[config.mk]
export PLATFORM = sky130hd
export DESIGN_NAME = ram_arbiter
export DESIGN_NICKNAME = d
export VERILOG_FILES = /design/src/rtl/ram_arbiter.sv
export SDC_FILE = /design/constraint.sdc
export NUM_CORES = 1
export LEC_CHECK = 0
export CAP_MARGIN = 5
export CELL_PAD_IN_SITES_DETAIL_PLACEMENT = 0
export CELL_PAD_IN_SITES_GLOBAL_PLACEMENT = 1
export CORE_MARGIN = 2
export CORE_UTILIZATION = 14
export DETAILED_ROUTE_END_ITERATION = 12
export PLACE_DENSITY = 0.87
export SYNTH_ARGS = -nofsm -noshare
export SYNTH_HDL_FRONTEND = slang
export SYNTH_SLANG_ARGS = --single-unit
[constraint.sdc]
create_clock -name clk -period 1.8 [get_ports clk]
set_input_delay 0.18 -clock clk [delete_from_list [all_inputs] [get_ports clk]]
set_output_delay 0.18 -clock clk [all_outputs]
set_load 0.005 [all_outputs]
[src/rtl/ram_arbiter.sv]
// Round-robin arbiter sharing one single-ported RAM between two valid/ready masters,
// with a BUSY watchdog that turns a hung RAM access into a bus error.
module ram_arbiter #(
  parameter int TIMEOUT = 16
) (
  input  logic        clk,
  input  logic        rst_n,
  input  logic [31:0] m0_address,
  input  logic [31:0] m0_wdata,
  input  logic [3:0]  m0_wsel,
  input  logic        m0_valid,
  output logic [31:0] m0_rdata,
  output logic        m0_ready,
  output logic        m0_error,
  input  logic [31:0] m1_address,
  input  logic [31:0] m1_wdata,
  input  logic [3:0]  m1_wsel,
  input  logic        m1_valid,
  output logic [31:0] m1_rdata,
  output logic        m1_ready,
  output logic        m1_error,
  output logic [31:0] ram_address,
  output logic [31:0] ram_wdata,
  output logic [3:0]  ram_wsel,
  output logic        ram_valid,
  input  logic [31:0] ram_rdata,
  input  logic        ram_ready,
  input  logic        ram_error
);

  localparam int WDOG_W = $clog2(TIMEOUT) + 1;

  typedef enum logic {
    IDLE = 1'b0,
    BUSY = 1'b1
  } state_t;

  state_t              state;
  logic                grant;
  logic                last;
  logic [WDOG_W-1:0]   wdog;

  logic busy;
  logic timeout_hit;
  logic done;
  logic done_err;

  // NOTE: every output gets a value on every path through always_comb; a missing
  // default would infer a latch.
  always_comb begin
    busy        = (state == BUSY);
    timeout_hit = (wdog == WDOG_W'(TIMEOUT - 1));
    done        = busy && (ram_ready || timeout_hit);
    // A real RAM completion beats a coincident watchdog expiry.
    done_err    = ram_ready ? ram_error : 1'b1;

    ram_address = grant ? m1_address : m0_address;
    ram_wdata   = grant ? m1_wdata   : m0_wdata;
    ram_wsel    = grant ? m1_wsel    : m0_wsel;
    ram_valid   = busy && (grant ? m1_valid : m0_valid);

    m0_ready    = done && !grant;
    m1_ready    = done &&  grant;
    m0_error    = m0_ready && done_err;
    m1_error    = m1_ready && done_err;
  end

  assign m0_rdata = ram_rdata;
  assign m1_rdata = ram_rdata;

  // NOTE: state registers use non-blocking assignments so every flop samples
  // pre-edge values regardless of statement order.
  always_ff @(posedge clk) begin
    if (!rst_n) begin
      state <= IDLE;
      grant <= 1'b0;
      last  <= 1'b1;
      wdog  <= '0;
    end else begin
      case (state)
        IDLE: begin
          wdog <= '0;
          if (m0_valid && m1_valid) begin
            grant <= ~last;
            state <= BUSY;
          end else if (m0_valid) begin
            grant <= 1'b0;
            state <= BUSY;
          end else if (m1_valid) begin
            grant <= 1'b1;
            state <= BUSY;
          end
        end
        BUSY: begin
          wdog <= wdog + WDOG_W'(1);
          // Always pass through IDLE so ram_valid drops between accesses.
          if (done) begin
            last  <= grant;
            state <= IDLE;
          end
        end
        default: state <= IDLE;
      endcase
    end
  end

endmodule

### Word-level counts from Yosys, hierarchy flattened

Index checks and enable logic that the tools add are counted.

| storage, ports and cells | value |
|---|---|
| bits in registers | 8 |
| bits of input ports | 174 |
| output and inout port bits | 137 |
| word-level logic and storage cells | 34 |

| cells by class | value |
|---|---|
| add/subtract/negate cells | 1 |
| equal/unequal tests | 1 |
| mux-type cells | 14 |
| bitwise gates (word level) | 2 |
| reductions and logical operators | 12 |

Operators by type and width:

| kind | count |
|---|---|
| $mux W32 | 2 |
| $pmux W5 S2 | 1 |
| $mux W1 | 9 |
| $logic_and A1 B1 Y1 | 7 |
| $add A5 B1 Y5 const B | 1 |
| $eq A5 B4 Y1 const B | 1 |
| $mux W4 | 1 |
| $reduce_and A2 Y1 | 2 |
| $reduce_bool A3 Y1 | 1 |
| $not A1 Y1 | 2 |
| $pmux W1 S2 | 1 |
| $logic_not A1 Y1 | 1 |
| $logic_or A1 B1 Y1 | 1 |

### Longest topological paths before layout

Gate-level depths: netlist of the first run.

| depth | value |
|---|---|
| word-level depth | 5 |
| depth in mapped cells | 6 |

### Least setup slack after synthesis of the first run

OpenSTA, ideal clock, no wires.

| timing path | value |
|---|---|
| path type | register to register |
| start point | register wdog[0] |
| end point | register last |
| arrival time | 1.281 ns |
| required time | 1.678 ns |
| setup slack | 0.397 ns |
| cell stages (with the launch flop) | 7 |
| buffers on the path | 0 |
| clock period less this slack | 1.403 ns |
| path through | dfxtp_1 ha_1 and3_1 ha_1 o21ai_1 nor2_1 nand3b_1 |

| between the ends | value |
|---|---|
| word-level cells in the longest chain between the ends | 4 |

Ends and longest elaborated chain:

| element | line | text |
|---|---|---|
| start, declared | 41 | `logic [WDOG_W-1:0] wdog;` |
| start signal, assigned | 95 | `wdog <= wdog + WDOG_W'(1);` |
| $eq A5 B4 Y1 | 52 | `timeout_hit = (wdog == WDOG_W'(TIMEOUT - 1));` |
| $logic_or A1 B1 Y1 | 53 | `done = busy && (ram_ready \|\| timeout_hit);` |
| $logic_and A1 B1 Y1 | 53 |  |
| $reduce_and A2 Y1 (no source line) | - |  |
| end signal, assigned | 98 | `last <= grant;` |
| end, declared | 40 | `logic last;` |

No other way between the ends.
A chain may end at the register's enable or synchronous reset.

### Worst setup path after layout of the first run

| timing path | value |
|---|---|
| start point | register grant |
| end point | output ram_address[8] |

| between the ends | value |
|---|---|
| word-level cells in the longest chain between the ends | 1 |

Ends and longest elaborated chain:

| element | line | text |
|---|---|---|
| start, declared | 39 | `logic grant;` |
| start signal, assigned | 84 | `grant <= ~last;` |
| $mux W32 | 57 | `ram_address = grant ? m1_address : m0_address;` |
| end, declared | 22 | `output logic [31:0] ram_address,` |

No other way between the ends.

==> impl_results.md, run 1 <==
- Status: finished clean
- H-tree lvl count: 1
- Most frequent cell after synthesis: mux2_4
- Share of cells above drive strength 1: 30.7%
- Clock buffer depth: 2
- Top-Level Pins: 311
- Synth Area per Inst: 11.2 um^2
- Global-route total usage across every layer: 9.50%
- Cell Pwr Density: 379 nW/um^2
- Final slew viol count: 0
- Number of antenna-violating nets in the routed design: 0
- Area growth syn-to-layout: 102%
- Synth cell types: 21
- DRT Pass-1 Iters: 4
- Crit path largest cell delay: 370 ps
- CTS Buf Count: 3
- Setup-failing EPs final: 0
- ANT cells: 0
- Worst-Margin Slew: 314 ps
- TritonCTS clock tree: yes
- Remaining DRCs: 0
- Minimum clock period: 1760 ps
- Die ar.: 15300 um^2
- RSZ-0062 raised after global routing: no
- Root buffer cell: clkbuf_16
- Synthesis-stage register bit count: 8
- Max VDD drop: 290 uV
- Top cell type's share of synthesized area: 50.3%
- Util after Layout: 28.9%
- Slew Limit Headroom: 79.1%
- Drt wl/cell: 15.4 um
- Die X: 124 um
- Initial DRC Count: 53
- Syn Std Cell Area: 2000 um^2
- Clock-pin slew on the worst setup and hold paths: 40 ps
- Gate Count Post-Synth: 179
- Setup crit end kind: primary output
- Initial Util: 14.3%
- Vias in the first global route: 1985
- Crit start category: register
- Worst Skew: 2.87 ps
- Core box area: 13900 um^2
- Slowest stage cell, crit path: dfxtp_4
- Worst skew pair latency: 240 ps
- Critical path type: reg2out
- Hold Path Class: in2out
- Syn Nets: 355
- Tcrit/Tclk final: 97.7%
- Total leakage power: 1.77 nW
- Achievable Freq: 569 MHz
- Dpl hpwl: 6680 um
- Ys flop type: dfxtp_1
- Vias: 1858
- Grt ovf: 0
- Maxcap violations: 0
- Top cells by area, synth: mux2_4 50%, buf_4 24%, dfxtp_1 8.0%
- DRT Wirelength: 8140 um
- Seq/Total Area, Yosys: 8.01%
- Via density: 3.52
- Largest net degree at the start of global routing: 16
- PnR Total Power: 0.00153 W
- Worst Path Max Fanout: 4
- Hold Buf Count CTS: 0
- WP data required: 1620 ps
- Synth warnings: 0
- Final weighted congestion in routability-driven placement: 0.771
- Count of buffers from port buffering: 214
- Critical path's most frequent cell: buf_4
- Number of synthesized flops with an enable pin: 0
- FP Rows: 43
- Ys async rst share: 0%
- Cell taking the most area after synthesis: mux2_4
- Most frequent cells after synthesis: 67 x mux2_4, 64 x buf_4, 8 x dfxtp_1, 8 x nor2_1, 7 x buf_12
- Fin. Hold Viols: 0
- Die height: 124 um
- Initial antenna violation count: 0
- CP Data Arrival Time: 1580 ps
- Worst path cell trace: buf_6, buf_4, buf_4, mux2_4, dlygate4sd2_1
- CTS sink cnt: 8
- Global-route wire length before repair: 11000 um
- Post-layout nets: 525
## cell families after synthesis
group / after synthesis / share of synthesized area [%]
buffers and inverters: 75 / 32.2
multiplexers: 70 / 51.9
AND/OR/NAND/NOR: 18 / 4.19
flip-flops: 8 / 8.01
AO/OA/AOI/OAI: 4 / 1.56
XOR/XNOR: 2 / 0.876
adder cells (fa/ha/maj): 2 / 1.25
## layout by cell type (no fill, tap or decap)
cell type	synthesis	layout
a21boi_1	1	1
and3_1	2	1
and3_4	0	1
buf_12	7	3
buf_16	0	1
buf_4	64	12
buf_6	1	7
clkbuf_1	0	1
clkbuf_16	0	3
clkbuf_2	0	3
clkdlybuf4s15_1	0	8
clkdlybuf4s50_1	0	145
dfxtp_1	8	6
dfxtp_2	0	1
dfxtp_4	0	1
dlygate4sd2_1	0	54
dlymetal6s2s_1	0	4
ha_2	0	1
ha_4	0	1
inv_1	3	3
mux2_2	2	2
mux2_4	67	67
mux2i_1	1	1
nand2_1	4	3
nand2_2	0	1
nand3_1	1	1
nand3b_1	2	2
nor2_1	8	7
nor2_2	0	1
nor2b_1	1	1
o21ai_2	1	2
o311a_1	1	1
xnor2_1	1	1
xor2_1	1	1
## state kept, by name, indices dropped and copies added, names as in the netlist
signal	count
last	1
wdog	5
grant	1
busy	1
## final timing paths
path / startpoint / slack, ps / end / cells past startpoint
max: grant$_SDFFE_PN0P_ / 40 / ram_address[8] / 5
min: ram_rdata[19] / 360 / m0_rdata[19] / 0
max reg2reg: wdog[0]$_SDFF_PN0_ / 510 / busy$_SDFF_PN0_ / 6
min reg2reg: last$_SDFFE_PN1P_ / 480 / last$_SDFFE_PN1P_ / 2
## critical path, delay by kind of cell, from the launching register on
| kind | cells | cell delay (ps) |
|---|---|---|
| buffers and inverters | 4 | 680 |
| DFF | 1 | 370 |
| muxes | 1 | 290 |
## area by class of cell
cell class                 count  area (um^2)
multi-input combinational     96         1220
sequential                     8          165
timing repair buffer         237         2330
tap                          180          225
fill                        1429         9900
clock buffer                   4         78.8
inverter                       3         11.3
## stage by stage
step	setup WS [ps]	hold WS (ps)	cells	instance area (um^2)	TNS, ps
final	41.2	360	528	4030	0
after global routing	2.76	360	528	4030	0
after CTS	-59.7	360	528	4020	-318
after detailed placement	-44.8	360	512	3860	-81.9
after global placement	-25.6	360	512	3860	-45.7
after floorplan	397	266	179	2000	0
## power by group
group / leakage (nW) / internal [W] / switching [W] / total (W)
Sequential: 0.0664 / 0.000186 / 0.0000119 / 0.000197
Clock: 0.0382 / 0.000296 / 0.0000951 / 0.000391
Combinational: 1.67 / 0.000680 / 0.000260 / 0.000940
Total: 1.77 / 0.00116 / 0.000367 / 0.00153
## timing repair
action                     4_1_cts  5_1_grt
setup endpoints to repair       70       14
setup buffers                   11        0
gates resized for setup         81       19
pin swaps                        3        0
gates cloned                     1        0
## layer usage
| layer | vias up | global-route usage (%) | routed length, um |
|---|---|---|---|
| met1 | 837 | 10.8 | 3040 |
| met2 | 120 | 16.8 | 4040 |
| met5 | - | 0 | 0 |
| met3 | 16 | 3.14 | 956 |
| met4 | 0 | 2.84 | 105 |
| li1 | 885 | - | - |
No activity file was read; power rests on OpenSTA's default activity.
==> inputs of run 2 (changes only) <==
--- a/config.mk
+++ b/config.mk
@@ -8,7 +8,7 @@
 export CAP_MARGIN = 5
 export CELL_PAD_IN_SITES_DETAIL_PLACEMENT = 0
 export CELL_PAD_IN_SITES_GLOBAL_PLACEMENT = 1
-export CORE_MARGIN = 2
+export CORE_MARGIN = 4
 export CORE_UTILIZATION = 14
 export DETAILED_ROUTE_END_ITERATION = 12
 export PLACE_DENSITY = 0.87
==> run 2 against run 1 <==
  * Clock-buffer cell count is the same
  * Non-clock buffer count grew 2
  * Clock skew is essentially flat
  * Combinational power grew 3.8%
  * Flip-flop and latch count is the same
  * Design area grew 2.6%
  * Maximum frequency grew 0.41%
  * Critical path type unchanged
  * Critical endpoint is now ram_address[4]
  * Highest routed layer unchanged
==> impl_results.md, run 2 (same netlist as run 1, synthesis figures left out) <==
- Vias: 1876 (+0.97%)
- Count of buffers from port buffering: 214 (unchanged)
- Setup WS pre-CTS: -60.8 ps (-16.0 ps)
- Fin. Hold Viols: 0 (unchanged)
- Worst Setup Slack, final: 48.5 ps (+7.23 ps)
- Share of cells above drive strength 1: 33.4% (+2.7 points)
- CP Data Arrival Time: 1570 ps (about the same)
- Clock buffer depth: 2 (unchanged)
- Global-route total usage across every layer: 9.67% (+0.17 points)
- Final weighted congestion in routability-driven placement: 0.813 (+5.5%)
- Worst path cell trace: buf_12, buf_12, buf_16, mux2_4, clkdlybuf4s15_1
- Commonest non-fill, non-tap cell in the layout: clkdlybuf4s50_1
- Final slew viol count: 0 (unchanged)
- Root buffer cell: clkbuf_16
- Setup-failing EPs final: 0 (unchanged)
- Tcrit/Tclk final: 97.3% (-0.40 points)
- Vias in the first global route: 2025 (+2.0%)
- Most frequent cells in the layout: 141 x clkdlybuf4s50_1, 67 x mux2_4, 25 x dlymetal6s2s_1
- CTS sink cnt: 8 (unchanged)
- Core box area: 13900 um^2 (unchanged)
- Die ar.: 16300 um^2 (+6.6%)
- Initial antenna violation count: 0 (unchanged)
- Drt wl/cell: 17.3 um (+12%)
- Hold_ws: 360 ps (unchanged)
- Setup crit end kind: primary output
- Maxcap violations: 0 (unchanged)
- H-tree lvl count: 1 (unchanged)
- Top-Level Pins: 311 (unchanged)
- CTS Buf Count: 3 (unchanged)
- DRT Wirelength: 9160 um (+13%)
- Slew Limit Headroom: 75.5% (-3.5 points)
- Worst-Margin Slew: 366 ps (+52.6 ps)
- Worst Skew: 2.96 ps (+0.0821 ps)
- Placed cell count: 511 (-0.20%)
- ANT cells: 0 (unchanged)
- Total leakage power: 1.97 nW (+11%)
- Cell Pwr Density: 376 nW/um^2 (-0.76%)
- Critical path's most frequent cell: buf_12
- Number of flip-flops in the largest register: 5 (unchanged)
- TritonCTS clock tree: yes
- Number of antenna-violating nets in the routed design: 0 (unchanged)
- Clock-pin slew on the worst setup and hold paths: 40 ps (about the same)
- RSZ-0062 raised after global routing: yes
- Count of non-filler cells in the finished layout: 530 (+0.38%)
- Max VDD drop: 363 uV (+25%)
- Minimum clock period: 1750 ps (-7.23 ps)
- FP Rows: 43 (unchanged)
- Global-route wire length before repair: 12100 um (+10%)
- Status: finished clean
- Largest reg by FF count: wdog
- Largest net degree at the start of global routing: 25 (+9)
- TNS Setup: 0 ps (unchanged)
- Slowest stage cell, crit path: dfxtp_4
- Crit path largest cell delay: 450 ps (+80 ps)
- DRT Pass-1 Iters: 4 (unchanged)
- Dpl hpwl: 7670 um (+15%)
- WP data required: 1620 ps (about the same)
- Post-layout nets: 527 (+0.38%)
- Worst skew pair latency: 230 ps (about the same)
- PnR Total Power: 0.00156 W (+1.8%)
- Initial DRC Count: 29 (-45%)
- Area growth syn-to-layout: 107%
- Hold Path Class: in2out
- Via density: 3.54 (+0.59%)
- Critical path type: reg2out
- Remaining DRCs: 0 (unchanged)
- Initial Util: 14.3% (unchanged)
- Grt ovf: 0 (unchanged)
- Die height: 128 um (+3.2%)
- Crit start category: register
- Achievable Freq: 571 MHz (+0.41%)
- Worst Path Max Fanout: 11 (+7)
- Die X: 128 um (+3.2%)
[run 2: cell count changes in the layout (fill, tap and decap cells not counted), sizes merged]
cell / delta
clkbuf: +14
clkdlybuf4s50: -4
buf: -1
clkdlybuf4s15: +2
dlymetal6s2s: +21
dlygate4sd2: -30
[run 2: worst paths after layout]
kind / cells past startpoint / start / slack (ps) / endpoint
worst max-delay path: 5 / grant$_SDFFE_PN0P_ / 50 / ram_address[4]
worst min-delay path: 0 / ram_rdata[16] / 360 / m0_rdata[16]
worst max register to register: 6 / wdog[0]$_SDFF_PN0_ / 490 / last$_SDFFE_PN1P_
worst min register to register: 2 / last$_SDFFE_PN1P_ / 480 / last$_SDFFE_PN1P_
[run 2: where the power goes]
group / switching, W / internal (W)
Combinational: 0.000267 / 0.000708
Sequential: 0.0000158 / 0.000185
Clock: 0.0000847 / 0.000295
Total: 0.000368 / 0.00119
[run 2: per-stage QoR]
| stage | area, um^2 | util, % |
|---|---|---|
| finish | 4140 | 29.7 |
| global placement | 3850 | 27.6 |
| CTS | 3960 | 28.4 |
| floorplan | 2000 | - |
| global route | 4140 | 29.7 |
| detailed placement | 3850 | 27.6 |
[run 2: area by class of cell]
cell class | instances | area (um^2)
Fill cell | 1390 | 9800
Timing Repair Buffer | 239 | 2450
Sequential cell | 8 | 164
Clock buffer | 4 | 78.8
Tap cell | 180 | 225
Multi-Input combinational cell | 96 | 1210
Inverter | 3 | 11.3
[run 2: metal layers]
layer	wire length (um)	share of wire (%)	vias up	global-route usage, %
met5	0	0	-	0
met3	1020	11	7	3.97
met2	4990	55	122	19.0
li1	-	-	893	-
met1	3090	34	854	9.62
met4	53	0.58	0	1.32
[run 2: worst max-delay path: cells and delay by family (launching register included)]
family | cells | cell delay (ps)
buf+inv | 4 | 590
flops | 1 | 450
mux | 1 | 300
[run 2: timing repair]
action                     4_1_cts  5_1_grt
pin swaps                        0        0
setup endpoints to repair       69       38
setup buffers                    4        7
gates resized for setup         57       65
hold buffers                     0        0
cloned                           1        3
